`src/rtl/mole_field_ctrl.sv`:
```
// Whack-a-mole playfield controller: LFSR-chosen spawns, per-mole lifetime counters,
// and registered hit / miss / timeout reporting, all frozen while enable is low.
module mole_field_ctrl #(
  parameter int          NUM_MOLES  = 5,
  parameter int          MAX_ACTIVE = 2,
  parameter int          TICKS_EASY = 10,
  parameter int          TICKS_MED  = 7,
  parameter int          TICKS_HARD = 4,
  parameter int          SPAWN_GAP  = 3,
  parameter logic [15:0] LFSR_SEED  = 16'hACE1
) (
  input  logic                 clk_game,
  input  logic                 rst,
  input  logic                 enable,
  input  logic [1:0]           level,
  input  logic [NUM_MOLES-1:0] btn_hit_pulse,
  output logic [NUM_MOLES-1:0] mole_led,
  output logic                 hit_pulse,
  output logic [4:0]           hit_count,
  output logic                 miss_pulse,
  output logic                 timeout_pulse,
  output logic [4:0]           active_count
);

  localparam logic [7:0] NUM_MOLES_W  = 8'(NUM_MOLES);
  localparam logic [4:0] MAX_ACTIVE_W = 5'(MAX_ACTIVE);
  localparam logic [7:0] SPAWN_GAP_W  = 8'(SPAWN_GAP);

  logic [NUM_MOLES-1:0] mole_led_r;
  logic [NUM_MOLES-1:0] led_nxt_s;
  logic [7:0]           cnt_r     [NUM_MOLES];
  logic [7:0]           cnt_nxt_s [NUM_MOLES];
  logic [15:0]          lfsr_r;
  logic [15:0]          lfsr_nxt_s;
  logic [7:0]           gap_r;
  logic [7:0]           gap_nxt_s;
  logic                 hit_pulse_r;
  logic                 miss_pulse_r;
  logic                 timeout_pulse_r;
  logic [4:0]           hit_count_r;
  logic [4:0]           active_count_r;
  logic [4:0]           hits_s;
  logic [4:0]           active_nxt_s;
  logic                 miss_s;
  logic                 timeout_s;
  logic                 spawn_s;
  logic [7:0]           start_s;
  int                   best_dist_s;
  int                   target_s;
  int                   dist_s;

  function automatic logic [7:0] level_ticks(input logic [1:0] lvl);
    logic [7:0] t;
    case (lvl)
      2'd0:    t = 8'(TICKS_EASY);
      2'd1:    t = 8'(TICKS_MED);
      default: t = 8'(TICKS_HARD);
    endcase
    return t;
  endfunction

  // Spawn decision and target: nearest mole unlit before this edge, scanning up from the LFSR start.
  always_comb begin
    start_s     = lfsr_r[7:0] % NUM_MOLES_W;
    spawn_s     = enable && (gap_r == 8'd0) && (active_count_r < MAX_ACTIVE_W);
    best_dist_s = NUM_MOLES;
    target_s    = 0;
    dist_s      = 0;
    for (int j = 0; j < NUM_MOLES; j++) begin
      dist_s      = (j >= int'(start_s)) ? (j - int'(start_s)) : (j + NUM_MOLES - int'(start_s));
      target_s    = (!mole_led_r[j] && (dist_s < best_dist_s)) ? j : target_s;
      best_dist_s = (!mole_led_r[j] && (dist_s < best_dist_s)) ? dist_s : best_dist_s;
    end
  end

  // Next-state of moles, counters, LFSR and gap counter, plus the event flags for this edge.
  always_comb begin
    led_nxt_s    = mole_led_r;
    cnt_nxt_s    = cnt_r;
    lfsr_nxt_s   = lfsr_r;
    gap_nxt_s    = gap_r;
    hits_s       = 5'd0;
    miss_s       = 1'b0;
    timeout_s    = 1'b0;
    active_nxt_s = 5'd0;
    if (enable) begin
      lfsr_nxt_s = {lfsr_r[0] ^ lfsr_r[2] ^ lfsr_r[3] ^ lfsr_r[5], lfsr_r[15:1]};
      if (spawn_s) begin
        gap_nxt_s = SPAWN_GAP_W;
      end else if (gap_r != 8'd0) begin
        gap_nxt_s = gap_r - 8'd1;
      end else begin
        gap_nxt_s = 8'd0;
      end
      for (int j = 0; j < NUM_MOLES; j++) begin
        if (mole_led_r[j]) begin
          // A press wins over a same-cycle expiry.
          if (btn_hit_pulse[j]) begin
            led_nxt_s[j] = 1'b0;
            hits_s       = hits_s + 5'd1;
          end else if (cnt_r[j] == 8'd1) begin
            led_nxt_s[j] = 1'b0;
            timeout_s    = 1'b1;
          end else begin
            cnt_nxt_s[j] = cnt_r[j] - 8'd1;
          end
        end else begin
          miss_s = miss_s | btn_hit_pulse[j];
          if (spawn_s && (target_s == j)) begin
            led_nxt_s[j] = 1'b1;
            cnt_nxt_s[j] = level_ticks(level);
          end else begin
            led_nxt_s[j] = 1'b0;
          end
        end
      end
    end else begin
      lfsr_nxt_s = lfsr_r;
    end
    for (int j = 0; j < NUM_MOLES; j++) begin
      active_nxt_s = active_nxt_s + {4'd0, led_nxt_s[j]};
    end
  end

  // State and output registers.
  always_ff @(posedge clk_game or posedge rst) begin
    if (rst) begin
      mole_led_r      <= {NUM_MOLES{1'b0}};
      for (int j = 0; j < NUM_MOLES; j++) begin
        cnt_r[j] <= 8'd0;
      end
      lfsr_r          <= LFSR_SEED;
      gap_r           <= 8'd0;
      hit_pulse_r     <= 1'b0;
      hit_count_r     <= 5'd0;
      miss_pulse_r    <= 1'b0;
      timeout_pulse_r <= 1'b0;
      active_count_r  <= 5'd0;
    end else begin
      mole_led_r      <= led_nxt_s;
      cnt_r           <= cnt_nxt_s;
      lfsr_r          <= lfsr_nxt_s;
      gap_r           <= gap_nxt_s;
      hit_pulse_r     <= (hits_s != 5'd0);
      hit_count_r     <= hits_s;
      miss_pulse_r    <= miss_s;
      timeout_pulse_r <= timeout_s;
      active_count_r  <= active_nxt_s;
    end
  end

  assign mole_led      = mole_led_r;
  assign hit_pulse     = hit_pulse_r;
  assign hit_count     = hit_count_r;
  assign miss_pulse    = miss_pulse_r;
  assign timeout_pulse = timeout_pulse_r;
  assign active_count  = active_count_r;

endmodule

```
`config.mk`:
```
export PLATFORM = sky130hd
export DESIGN_NAME = mole_field_ctrl
export DESIGN_NICKNAME = d
export VERILOG_FILES = /design/src/rtl/mole_field_ctrl.sv
export SDC_FILE = /design/constraint.sdc
export NUM_CORES = 1
export LEC_CHECK = 0
export BUFFER_PORTS_ARGS = -buffer_cell sky130_fd_sc_hd__buf_2
export CORE_MARGIN = 2
export CORE_UTILIZATION = 54
export DETAILED_ROUTE_END_ITERATION = 8
export GPL_TIMING_DRIVEN = 0
export PLACE_DENSITY = 0.71
export RECOVER_POWER = 25
export REMOVE_ABC_BUFFERS = 1
export SLEW_MARGIN = 20
export SYNTH_ARGS = -nofsm -noshare
export SYNTH_HDL_FRONTEND = slang
export SYNTH_SLANG_ARGS = --single-unit
```
`constraint.sdc`:
```
create_clock -name clk_game -period 25.9 [get_ports clk_game]
set_clock_uncertainty 0.2 [all_clocks]
set_input_delay 5.18 -clock clk_game [delete_from_list [all_inputs] [get_ports clk_game]]
set_output_delay 5.18 -clock clk_game [all_outputs]
set_load 0.01 [all_outputs]
```
# Word-level counts from Yosys, hierarchy flattened
# Index checks and enable logic that the tools add are counted.
[classes]
n_addsub = 24
div_mod_pow = 1
magnitude_cmp = 11
eq_ne = 20
muxes = 99
bitwise_logic = 7
reduce_logical = 32
[op_table]
columns = ["cell", "count"]
rows = [
  ["$mux W32", 9],
  ["$mux W8", 22],
  ["$lt A32 B32 Y1", 4],
  ["$mux W5", 14],
  ["$mux W1", 50],
  ["$sub A8 B1 Y8 const B", 6],
  ["$eq A8 B1 Y1 const B", 5],
  ["$sub A3 B8 Y9 const A", 4],
  ["$logic_not A32 Y1", 1],
  ["$lt A32 B4 Y1 const B", 1],
  ["$add A5 B1 Y5 const B", 4],
  ["$ne A2 B2 Y1 const B", 10],
  ["$reduce_and A4 Y1", 5],
  ["$sub A1 B8 Y9 const A", 2],
  ["$sub A2 B8 Y9 const A", 2],
  ["$sub A4 B8 Y9 const A", 2],
  ["$ge A1 B8 Y1 const A", 2],
  ["$ge A2 B8 Y1 const A", 2],
  ["$logic_and A1 B1 Y1", 12],
  ["$reduce_bool A2 Y1", 5],
  ["$ge A3 B8 Y1 const A", 1],
  ["$logic_not A8 Y1", 1],
  ["$mod A8 B3 Y8 const B", 1],
  ["$pmux W4 S2", 1],
  ["17 further kinds", 28],
]
[word_totals]
regBits = 82
in_bits = 10
output_inout_bits = 18
elab_cells = 207

# Longest topological paths before layout
# Gate-level depths: netlist (run 1).
[depth]
depth_word = 27
mapped_depth = 81
mapped_depth_nobuf = 71

# Worst setup path after synthesis (run 1)
# No wires, ideal clock.
[synth_path]
path_type = "register -> register"
startpoint = "reg lfsr_r[5]"
endpoint = "reg active_count_r[1] (netlist: active_count[1])"
setup_time_ns = 0.126
arrival_time_ns = 14.449
t_required_ns = 25.574
path_slack_ns = 11.125
path_stages_with_launch = 76
path_buffers = 9
period_less_slack_ns = 14.775
path_cell_list = "dfstp_2 > buf_4 > nor4b_2 > a22oi_1 > a32o_1 > and2_1 > ha_1 > a311o_1 > nor2_4 > o311a_1 > buf_6 > a21o_4 > or2_0 > and2_1 > clkbuf_1 > ha_1 > clkbuf_1 > inv_1 > [40 not listed] > clkbuf_1 > nor2_1 > a21oi_1 > ha_1 > nor2b_1 > o21ai_0 > a31oi_1 > nor2_1 > nand2b_1 > clkbuf_1 > a211oi_4 > o21ai_1 > o21ai_0 > fa_1 > inv_1 > fa_1 > inv_1 > ha_1"
[synth_via]
elab_chain_len = 27
elab_cells_between_ends = 64
classes_between = "add/sub (14); div (1); order compare (10); eq/ne (4); mux (24); reduce/logical (11)"
[synth_rtl]
columns = ["item", "line_no", "source"]
rows = [
  ["start: declaration", "33", "logic [15:0] lfsr_r;"],
  ["start signal: assignment", "142", "lfsr_r <= lfsr_nxt_s;"],
  ["$mod A8 B3 Y8 *", "64", "start_s = lfsr_r[7:0] % NUM_MOLES_W;"],
  ["$sub A3 B8 Y9 (tied with other cells)", "70", "dist_s = (j >= int'(start_s)) ? (j - int'(start_s)) : (j + NUM_MOLES - int'(start_s));"],
  ["$mux W32", "70", ""],
  ["$lt A32 B4 Y1", "72", "best_dist_s = (!mole_led_r[j] && (dist_s < best_dist_s)) ? dist_s : best_dist_s;"],
  ["$logic_and A1 B1 Y1", "72", ""],
  ["$mux W32", "72", ""],
  ["$lt A32 B32 Y1", "71, 72", ""],
  ["$logic_and A1 B1 Y1", "71, 72", ""],
  ["[13 not listed]", "--", ""],
  ["$mux W1 *", "96", "if (mole_led_r[j]) begin"],
  ["$mux W5 *", "86", "if (enable) begin"],
  ["via led_nxt_s[0]", "30", "logic [NUM_MOLES-1:0] led_nxt_s;"],
  ["$add A1 B1 Y2 *", "121", "active_nxt_s = active_nxt_s + {4'd0, led_nxt_s[j]};"],
  ["$add A2 B1 Y3 *", "121", ""],
  ["$add A3 B1 Y4 *", "121", ""],
  ["$add A4 B1 Y5 *", "121", ""],
  ["via active_nxt_s[1]", "43", "logic [4:0] active_nxt_s;"],
  ["end signal: assignment", "148", "active_count_r <= active_nxt_s;"],
  ["end: declaration", "41", "logic [4:0] active_count_r;"],
]
# The timed path passes the listed nets; every way through them passes the cells marked *.
# A chain may end at the register's enable or synchronous reset.

# Worst setup path after layout (run 1)
# Same ends and word-level chain as after synthesis.

==> results of run 1 <==
## sequential cells by signal, indices dropped and copies added (netlist names)
name,flops
active_count,3
cnt_r,40
gap_r,8
hit_count,5
hit_pulse,1
lfsr_r,16
miss_pulse,1
mole_led,5
timeout_pulse,1
## layout make-up
type / count / area share [%]
tap: 184 / 2.68
multi-input combinational: 806 / 66.3
timing repair buffer: 26 / 1.50
clock buffer: 9 / 2.62
inverter: 58 / 2.55
sequential: 80 / 23.4
clock inverter: 7 / 0.919
## cells by family after synthesis
logic type	count (synthesis)	share of synthesized area, %
buf+inv	102	5.94
mux	31	4.10
fa+ha+maj	65	10.1
other cells	1	0.0459
flops	80	24.6
xor+xnor	53	5.68
simple gates	379	24.1
compound gates	276	25.4
## cell usage in the layout, fill, tap and decap left out, drive strengths merged, types with 6 or more instances in the layout
cell type	n
ha	61
and2	17
nand3	31
o211ai	12
a211oi	10
xnor2	34
nand2b	17
nor2b	13
or3	12
nor4b	6
a22oi	11
nor3	31
o31ai	7
nor4	10
nor3b	13
mux2i	11
and3	9
nor2	112
a21o	11
a41oi	6
o21ai	60
a21oi	65
o311ai	6
nand4	8
inv	56
or2	7
nand2	73
xor2	19
a31oi	10
buf	25
mux2	20
dfrtp	72
clkbuf	10
dfstp	8
## cell usage after synthesis, types with 5 or more instances
cell                       instances
sky130_fd_sc_hd__a211oi_1          7
sky130_fd_sc_hd__a21o_1           10
sky130_fd_sc_hd__a21oi_1          63
sky130_fd_sc_hd__a221oi_1          5
sky130_fd_sc_hd__a22oi_1           9
sky130_fd_sc_hd__a31oi_1           9
sky130_fd_sc_hd__a41oi_1           6
sky130_fd_sc_hd__and2_1           15
sky130_fd_sc_hd__and3_1            9
sky130_fd_sc_hd__buf_4            10
sky130_fd_sc_hd__buf_6             8
sky130_fd_sc_hd__clkbuf_1         20
sky130_fd_sc_hd__dfrtp_1          72
sky130_fd_sc_hd__dfstp_2           8
sky130_fd_sc_hd__ha_1             61
sky130_fd_sc_hd__inv_1            54
sky130_fd_sc_hd__mux2_2           20
sky130_fd_sc_hd__mux2i_1          11
sky130_fd_sc_hd__nand2_1          71
sky130_fd_sc_hd__nand2b_1         17
sky130_fd_sc_hd__nand3_1          31
sky130_fd_sc_hd__nand4_1           8
sky130_fd_sc_hd__nor2_1          110
sky130_fd_sc_hd__nor2b_1          13
sky130_fd_sc_hd__nor3_1           29
sky130_fd_sc_hd__nor3b_1           9
sky130_fd_sc_hd__nor4_1           10
sky130_fd_sc_hd__nor4b_1           5
sky130_fd_sc_hd__o211ai_1          8
sky130_fd_sc_hd__o21ai_0          54
sky130_fd_sc_hd__o21ai_1           5
sky130_fd_sc_hd__o22ai_1           5
sky130_fd_sc_hd__o31ai_1           5
sky130_fd_sc_hd__or2_2             6
sky130_fd_sc_hd__or3_1            12
sky130_fd_sc_hd__xnor2_1          34
sky130_fd_sc_hd__xor2_1           19
## worst paths after layout
path                       slack [ps]                   endpoint  cells after the start
setup / recovery                 7910  active_count[1]$_DFF_PP0_                     65
hold / removal                    290     lfsr_r[15]$_DFFE_PP1P_                      2
setup reg to reg                 7910  active_count[1]$_DFF_PP0_                     65
hold reg to reg                   290     lfsr_r[15]$_DFFE_PP1P_                      2
max in group asynchronous       17510      cnt_r[27]$_DFFE_PP0P_                      3
min in group asynchronous        4910       gap_r[5]$_DFFE_PP0P_                      2
## stage by stage
step | cell area [um^2] | worst slack, ps | instances
4_1_cts | 8590 | 8020 | 1170
2_1_floorplan | 7910 | 11160 | 944
3_3_place_gp | 8260 | 8220 | 1153
5_1_grt | 8580 | 6400 | 1170
6_report | 8580 | 7910 | 1170
3_5_place_dp | 8290 | 8140 | 1154
## metal layers
layer	track usage, %	wire length (um)	vias to the layer above
met5	0	0	-
met4	7.50	396	0
met3	3.56	989	33
met2	39.6	9010	204
met1	38.4	9950	3454
li1	-	-	3593
## worst min-delay path, delay by kind of cell (launching register included)
kind            cells  cell delay (ps)
compound gates      1               50
simple gates        1               80
flops               1              370
==> results.py, run 1 <==
metrics = {
    "die": {
        "number_of_placed_i_o_pins": 28,
        "dieArea_mm2": 0.0161,
        "placement_rows": 44,
        "die-width_um": 127,
        "die_h_um": 127,
        "initial_core_util_pct": 55.8,
        "coreArea_mm2": 0.0146,
    },
    "worst_setup_path": {
        "timing.setup.critical_path_class": "flop to flop",
        "required_time_worst_endpoint_ps": 25930,
        "cp_slowest_stage_delay_ps": 900,
        "cp-end-kind": "flop",
        "cpMaxStageDelayCell": "sky130_fd_sc_hd__o31ai_2",
        "crit_family": "compound AO/OA/AOI/OAI gates",
        "crit_arrival_ps": 18020,
        "crit-reg2reg-launch": "lfsr_r[5]$_DFFE_PP1P_",
        "timing.critical_path.from_type": "flop",
        "first_element_of_the_critical_path": "lfsr_r[5]$_DFFE_PP1P_",
        "combined_buffer_and_inverter_count_along_the_critical_path": 5,
        "path_max_fanout": 20,
    },
    "timing": {
        "fmax_ghz": 0.0556,
        "slew_headroom_pct": -81.0,
        "transition_time_at_the_pin_with_the_least_slew_margin_ps": 2710,
        "hold_slack_ps": 289,
        "finalSetupViolCount": 0,
        "final_number_of_hold_violating_endpoints": 0,
        "minimum_clock_period_ps": 17990,
        "grt_setup_unrepaired": "no",
        "portion_of_the_clock_cycle_consumed_by_the_worst_path_in_the_final_layout_pct": 69.5,
        "drv_slew": 52,
        "setup_tns_ps": 0,
    },
    "job": {
        "max-cap-violations": 1,
    },
    "grt": {
        "grt_use_total_pct": 25.9,
        "globalRoute.totalOverflow": 0,
        "grt_start_max_net_pins": 52,
        "antenna_violations_before_repair": 0,
        "first_global_vias": 6822,
        "wire_length_of_the_first_global_routing_pass_um": 34400,
    },
    "synthesis": {
        "yosys_register_bits": 80,
        "ys_async_sr_fraction_pct": 100,
        "synthDominantCellAreaShare_pct": 22.1,
        "synth_top_flop_cell": "sky130_fd_sc_hd__dfrtp_1",
        "ys_seq_area_share_pct": 24.6,
        "dominant_cells_by_area_after_synthesis": "sky130_fd_sc_hd__dfrtp_1 (22%), sky130_fd_sc_hd__ha_1 (9.3%), sky130_fd_sc_hd__nor2_1 (5.1%)",
        "ys_types": 114,
        "post_synth_instance_area_mm2": 0.00817,
        "cell_type_with_the_highest_aggregate_area_in_the_netlist": "sky130_fd_sc_hd__dfrtp_1",
        "synthesis.instances": 987,
        "yosysWarningCount": 0,
        "synth_edf_count": 0,
        "postSynthAreaPerCell_um2": 8.28,
    },
    "cts": {
        "cts-hold-fix-buffers": 0,
        "worstSkewPairLatency_ps": 340,
        "cts.reportedPaths.clkPinSlew_ps": 70,
        "clock_tree.root_cell": "sky130_fd_sc_hd__clkbuf_16",
        "cts.repair.resized": 0,
        "cts_setup_buffers": 0,
        "cts-root-to-sink-buffers": 2,
        "cts.htree.levels": 3,
        "cts_made_buffers": 9,
        "tritoncts": "built",
        "clkSinkCount": 80,
    },
    "routing": {
        "wl_per_cell_um": 17.4,
        "drt_first_pass_iters": 6,
        "postRouteAntennaNets": 0,
        "vias": 7284,
        "wl_um": 20300,
        "vias_per_cell": 6.23,
        "post-route-drc-count": 0,
        "drt_iter0_markers": 672,
    },
    "cells_and_area": {
        "drive_gt1_share_pct": 12.7,
        "layout.filler_cells": 1361,
        "n_antenna_cell": 0,
        "multi_input_area_mm2": 0.00569,
        "seq_area_mm2": 0.00201,
        "final_net_count": 1054,
        "finish.utilization_pct": 58.6,
        "area.growth.synth_to_final_pct": 5.05,
    },
    "outcome": {
        "outcome": "finished with violations",
        "failing_checks": "max-capacitance violations, max-slew violations",
    },
    "placed_design": {
        "gp_congestion": 0.961,
        "place.port_buffers": 25,
        "hpwlAfterDp_um": 15200,
    },
    "min_path": {
        "timing.hold.worst.start": "lfsr_r[15]$_DFFE_PP1P_",
        "worstHoldPathType": "flop to flop",
    },
}
Power of run 1 is left out: the tool's default activity adds up to more than one toggle a clock period on the data nets, which glitch-free logic cannot reach.
==> inputs of run 2 (changes only) <==
Clock period 25.9 ns to 17.84 ns, I/O delays scaled along.
==> results.py, run 2 (synthesis results as in run 1) <==
metrics = {
    "outcome": {
        "outcome": "finished with violations",
        "failing_checks": "max-capacitance violations, max-slew violations",
    },
    "grt": {
        "grt_start_max_net_pins": 52,
        "wire_length_of_the_first_global_routing_pass_um": 34500,
        "first_global_vias": 6818,
        "globalRoute.totalOverflow": 0,
        "antenna_violations_before_repair": 0,
        "grt_use_total_pct": 25.9,
    },
    "cts": {
        "cts-hold-fix-buffers": 0,
        "cts.htree.levels": 3,
        "cts-root-to-sink-buffers": 2,
        "cts.reportedPaths.clkPinSlew_ps": 70,
        "worstSkewPairLatency_ps": 340,
        "clock_tree.root_cell": "sky130_fd_sc_hd__clkbuf_16",
        "clkSinkCount": 80,
        "cts_made_buffers": 9,
        "tritoncts": "built",
    },
    "timing": {
        "slew_headroom_pct": -81.7,
        "final_number_of_hold_violating_endpoints": 0,
        "transition_time_at_the_pin_with_the_least_slew_margin_ps": 2730,
        "layout_setup_ws_ps": 1290,
        "portion_of_the_clock_cycle_consumed_by_the_worst_path_in_the_final_layout_pct": 92.8,
        "minimum_clock_period_ps": 16550,
        "finalSetupViolCount": 0,
        "drv_slew": 52,
        "fmax_ghz": 0.0604,
    },
    "cells_and_area": {
        "multi_input_area_mm2": 0.00571,
        "seq_area_mm2": 0.00201,
        "reg.largest.list": "cnt_r x40, lfsr_r x16, gap_r x8",
        "commonest_cells_after_routing_fill_and_taps_aside": "sky130_fd_sc_hd__nor2_1 (109), sky130_fd_sc_hd__dfrtp_1 (72), sky130_fd_sc_hd__nand2_1 (71)",
        "finalNonFillerCells": 1184,
        "drive_gt1_share_pct": 14.4,
        "layout.filler_cells": 1347,
        "final_net_count": 1068,
        "biggest_register": "cnt_r",
        "n_antenna_cell": 0,
        "largest_reg_flops": 40,
        "layout.cells.most_common": "sky130_fd_sc_hd__nor2_1",
        "area.growth.synth_to_final_pct": 6.66,
    },
    "job": {
        "max-cap-violations": 1,
    },
    "routing": {
        "wl_per_cell_um": 17.3,
        "wl_um": 20500,
        "drt_first_pass_iters": 5,
        "vias_per_cell": 6.18,
        "drt_iter0_markers": 671,
        "post-route-drc-count": 0,
        "postRouteAntennaNets": 0,
        "vias": 7321,
    },
    "die": {
        "initial_core_util_pct": 55.8,
        "placement_rows": 44,
        "number_of_placed_i_o_pins": 28,
        "die_h_um": 127,
        "dieArea_mm2": 0.0161,
        "die-width_um": 127,
        "coreArea_mm2": 0.0146,
    },
    "min_path": {
        "worstHoldPathType": "flop to flop",
    },
    "placed_design": {
        "placedCellCount": 1154,
        "place.port_buffers": 25,
        "setup_slack_at_placement_ps": 75.4,
        "hpwlAfterDp_um": 15200,
        "gp_congestion": 0.961,
    },
    "worst_setup_path": {
        "timing.setup.critical_path_class": "flop to flop",
        "crit_path_frequent_cell": "sky130_fd_sc_hd__ha_1",
        "cpMaxStageDelayCell": "sky130_fd_sc_hd__dfstp_2",
        "crit_arrival_ps": 16580,
        "cp_slowest_stage_delay_ps": 730,
        "timing.critical_path.from_type": "flop",
        "required_time_worst_endpoint_ps": 17870,
        "cp-end-kind": "flop",
        "path_max_fanout": 20,
    },
}
-- run 2: cell count changes in the layout (fill, tap and decap cells not counted), sizes merged --
| cell | change |
|---|---|
| buf | +14 |
-- run 2: layer usage --
metal	vias to the layer above	global-route usage [%]	share of wire [%]
met2	201	39.7	45
met5	-	0	0
li1	3620	-	-
met1	3476	38.4	49
met4	0	7.37	1.6
met3	24	3.52	4.9
-- run 2: critical path, delay by kind of cell, from the launching register on --
kind	cells	cell delay, ps
simple gates	22	4840
mux	1	400
fa+ha+maj	10	3370
flops	1	730
buf+inv	5	560
compound gates	28	6330
-- run 2: path summary, 6_finish.rpt --
| path | slack (ps) | to | cells after the start | startpoint |
|---|---|---|---|---|
| worst max-delay path | 1290 | active_count[1]$_DFF_PP0_ | 66 | lfsr_r[5]$_DFFE_PP1P_ |
| worst min-delay path | 290 | lfsr_r[15]$_DFFE_PP1P_ | 2 | lfsr_r[15]$_DFFE_PP1P_ |
| worst max register to register | 1290 | active_count[1]$_DFF_PP0_ | 66 | lfsr_r[5]$_DFFE_PP1P_ |
| worst min register to register | 290 | lfsr_r[15]$_DFFE_PP1P_ | 2 | lfsr_r[15]$_DFFE_PP1P_ |
| max in group asynchronous | 11040 | cnt_r[39]$_DFFE_PP0P_ | 3 | rst |
| min in group asynchronous | 3300 | gap_r[5]$_DFFE_PP0P_ | 2 | rst |
-- run 2: area by class of cell --
cell class / instances / area share (%)
inverter: 58 / 2.51
tap: 184 / 2.64
timing repair buffer: 40 / 2.69
sequential: 80 / 23.1
clock buffer: 9 / 2.58
multi-input combinational: 806 / 65.6
clock inverter: 7 / 0.905
-- run 2: what timing repair did --
| item | CTS | global route |
|---|---|---|
| setup endpoints to repair | 2 | 27 |
| gates resized for setup | 1 | 6 |
| pin swaps | 0 | 3 |
| buffers inserted | 0 | 14 |
| gates cloned | 0 | 0 |
-- run 2: per-stage QoR --
step / hold WS (ps) / util, % / cell area [um^2] / TNS (ps)
after floorplan: 265 / - / 7910 / 0
after global placement: 281 / 56.4 / 8260 / 0
after detailed placement: 278 / 56.6 / 8290 / 0
after CTS: 290 / 58.8 / 8610 / 0
after global routing: 326 / 59.5 / 8710 / -47.6
final: 288 / 59.5 / 8710 / 0
Power of run 2 is left out for the same reason.
==> inputs of run 3 (changes only) <==
Settings changed: CTS_BUF_LIST set to sky130_fd_sc_hd__clkbuf_8.
==> results.py, run 3 (synthesis results as in run 1) <==
metrics = {
    "cells_and_area": {
        "final_net_count": 1068,
        "multi_input_area_mm2": 0.00571,
        "finish.utilization_pct": 58.8,
        "area.growth.synth_to_final_pct": 5.42,
        "biggest_register": "cnt_r",
        "layout.filler_cells": 1362,
        "commonest_cells_after_routing_fill_and_taps_aside": "sky130_fd_sc_hd__nor2_1 (109), sky130_fd_sc_hd__dfrtp_1 (72), sky130_fd_sc_hd__nand2_1 (71)",
        "n_antenna_cell": 0,
        "layout.cells.most_common": "sky130_fd_sc_hd__nor2_1",
        "seq_area_mm2": 0.00201,
        "reg.largest.list": "cnt_r x40, lfsr_r x16, gap_r x8",
        "largest_reg_flops": 40,
        "drive_gt1_share_pct": 14.4,
    },
    "cts": {
        "cts.htree.levels": 3,
        "cts.reportedPaths.clkPinSlew_ps": 90,
        "clkSinkCount": 80,
        "cts_made_buffers": 9,
        "tritoncts": "built",
        "worstSkewPairLatency_ps": 380,
        "clock_tree.root_cell": "sky130_fd_sc_hd__clkbuf_8",
        "cts-root-to-sink-buffers": 2,
        "cts-hold-fix-buffers": 0,
    },
    "worst_setup_path": {
        "crit_path_frequent_cell": "sky130_fd_sc_hd__ha_1",
        "cp-end-kind": "flop",
        "timing.setup.critical_path_class": "flop to flop",
        "required_time_worst_endpoint_ps": 17910,
        "timing.critical_path.from_type": "flop",
        "path_max_fanout": 20,
        "cp_slowest_stage_delay_ps": 740,
        "crit_arrival_ps": 16680,
        "cpMaxStageDelayCell": "sky130_fd_sc_hd__dfstp_2",
    },
    "routing": {
        "vias": 7325,
        "wl_per_cell_um": 17.3,
        "post-route-drc-count": 0,
        "postRouteAntennaNets": 0,
        "wl_um": 20400,
        "drt_iter0_markers": 626,
        "vias_per_cell": 6.19,
        "drt_first_pass_iters": 6,
    },
    "die": {
        "die_h_um": 127,
        "coreArea_mm2": 0.0146,
        "placement_rows": 44,
        "number_of_placed_i_o_pins": 28,
        "dieArea_mm2": 0.0161,
        "initial_core_util_pct": 55.8,
        "die-width_um": 127,
    },
    "timing": {
        "setup_tns_ps": 0,
        "slew_headroom_pct": -81.2,
        "final_number_of_hold_violating_endpoints": 0,
        "hold_slack_ps": 292,
        "finalSetupViolCount": 0,
        "drv_slew": 52,
        "minimum_clock_period_ps": 16610,
        "transition_time_at_the_pin_with_the_least_slew_margin_ps": 2720,
        "portion_of_the_clock_cycle_consumed_by_the_worst_path_in_the_final_layout_pct": 93.1,
        "fmax_ghz": 0.0602,
    },
    "grt": {
        "grt_start_max_net_pins": 52,
        "globalRoute.totalOverflow": 0,
        "wire_length_of_the_first_global_routing_pass_um": 34400,
        "antenna_violations_before_repair": 0,
        "grt_use_total_pct": 25.9,
        "first_global_vias": 6836,
    },
    "outcome": {
        "failing_checks": "max-capacitance violations, max-slew violations",
        "outcome": "finished with violations",
    },
    "job": {
        "max-cap-violations": 1,
    },
    "placed_design": {
        "gp_congestion": 0.961,
        "place.port_buffers": 25,
        "hpwlAfterDp_um": 15200,
    },
    "min_path": {
        "worstHoldPathType": "flop to flop",
    },
}
-- run 3: cell type report --
cell class | count | share of cell area (%)
clock inverters | 7 | 0.915
well taps | 184 | 2.67
inverters | 58 | 2.54
repair buffers | 40 | 2.72
clock buffers | 9 | 1.44
multi-input cells | 806 | 66.4
flip-flops and latches | 80 | 23.4
-- run 3: per-layer routing --
layer | vias to the layer above | GRT usage [%] | wire length [um]
li1 | 3621 | - | -
met1 | 3477 | 38.1 | 10100
met2 | 196 | 39.6 | 9000
met3 | 31 | 3.77 | 1000
met4 | 0 | 7.69 | 355
met5 | - | 0 | 0
-- run 3: worst paths after layout --
check | from | to | slack, ps | cells after the start
min reg2reg | lfsr_r[15]$_DFFE_PP1P_ | lfsr_r[15]$_DFFE_PP1P_ | 290 | 2
max reg2reg | lfsr_r[5]$_DFFE_PP1P_ | active_count[1]$_DFF_PP0_ | 1230 | 66
max | lfsr_r[5]$_DFFE_PP1P_ | active_count[1]$_DFF_PP0_ | 1230 | 66
min in group asynchronous | rst | gap_r[5]$_DFFE_PP0P_ | 3260 | 2
min | lfsr_r[15]$_DFFE_PP1P_ | lfsr_r[15]$_DFFE_PP1P_ | 290 | 2
max in group asynchronous | rst | cnt_r[39]$_DFFE_PP0P_ | 11090 | 3
-- run 3: stage by stage --
step	setup slack (ps)	std cells	cell area (um^2)
after floorplan	3100	944	7910
after global placement	156	1153	8260
after detailed placement	75.4	1154	8290
after CTS	51.4	1170	8510
after global routing	-49.6	1184	8610
final	1230	1184	8610
-- run 3: repair_timing --
item,in CTS,in global routing
buffers inserted,0,14
gates resized for setup,1,6
endpoints found under the setup margin,1,27
pin swaps,0,3
-- run 3: critical path, delay by kind of cell, from the launching register on --
| kind | cells | cell delay, ps |
|---|---|---|
| AOI/OAI and AO/OA | 28 | 6330 |
| buffers and inverters | 5 | 560 |
| muxes | 1 | 400 |
| adders and majority gates | 10 | 3390 |
| and+or+nand+nor | 22 | 4860 |
| DFF | 1 | 740 |
Power of run 3 is left out for the same reason.
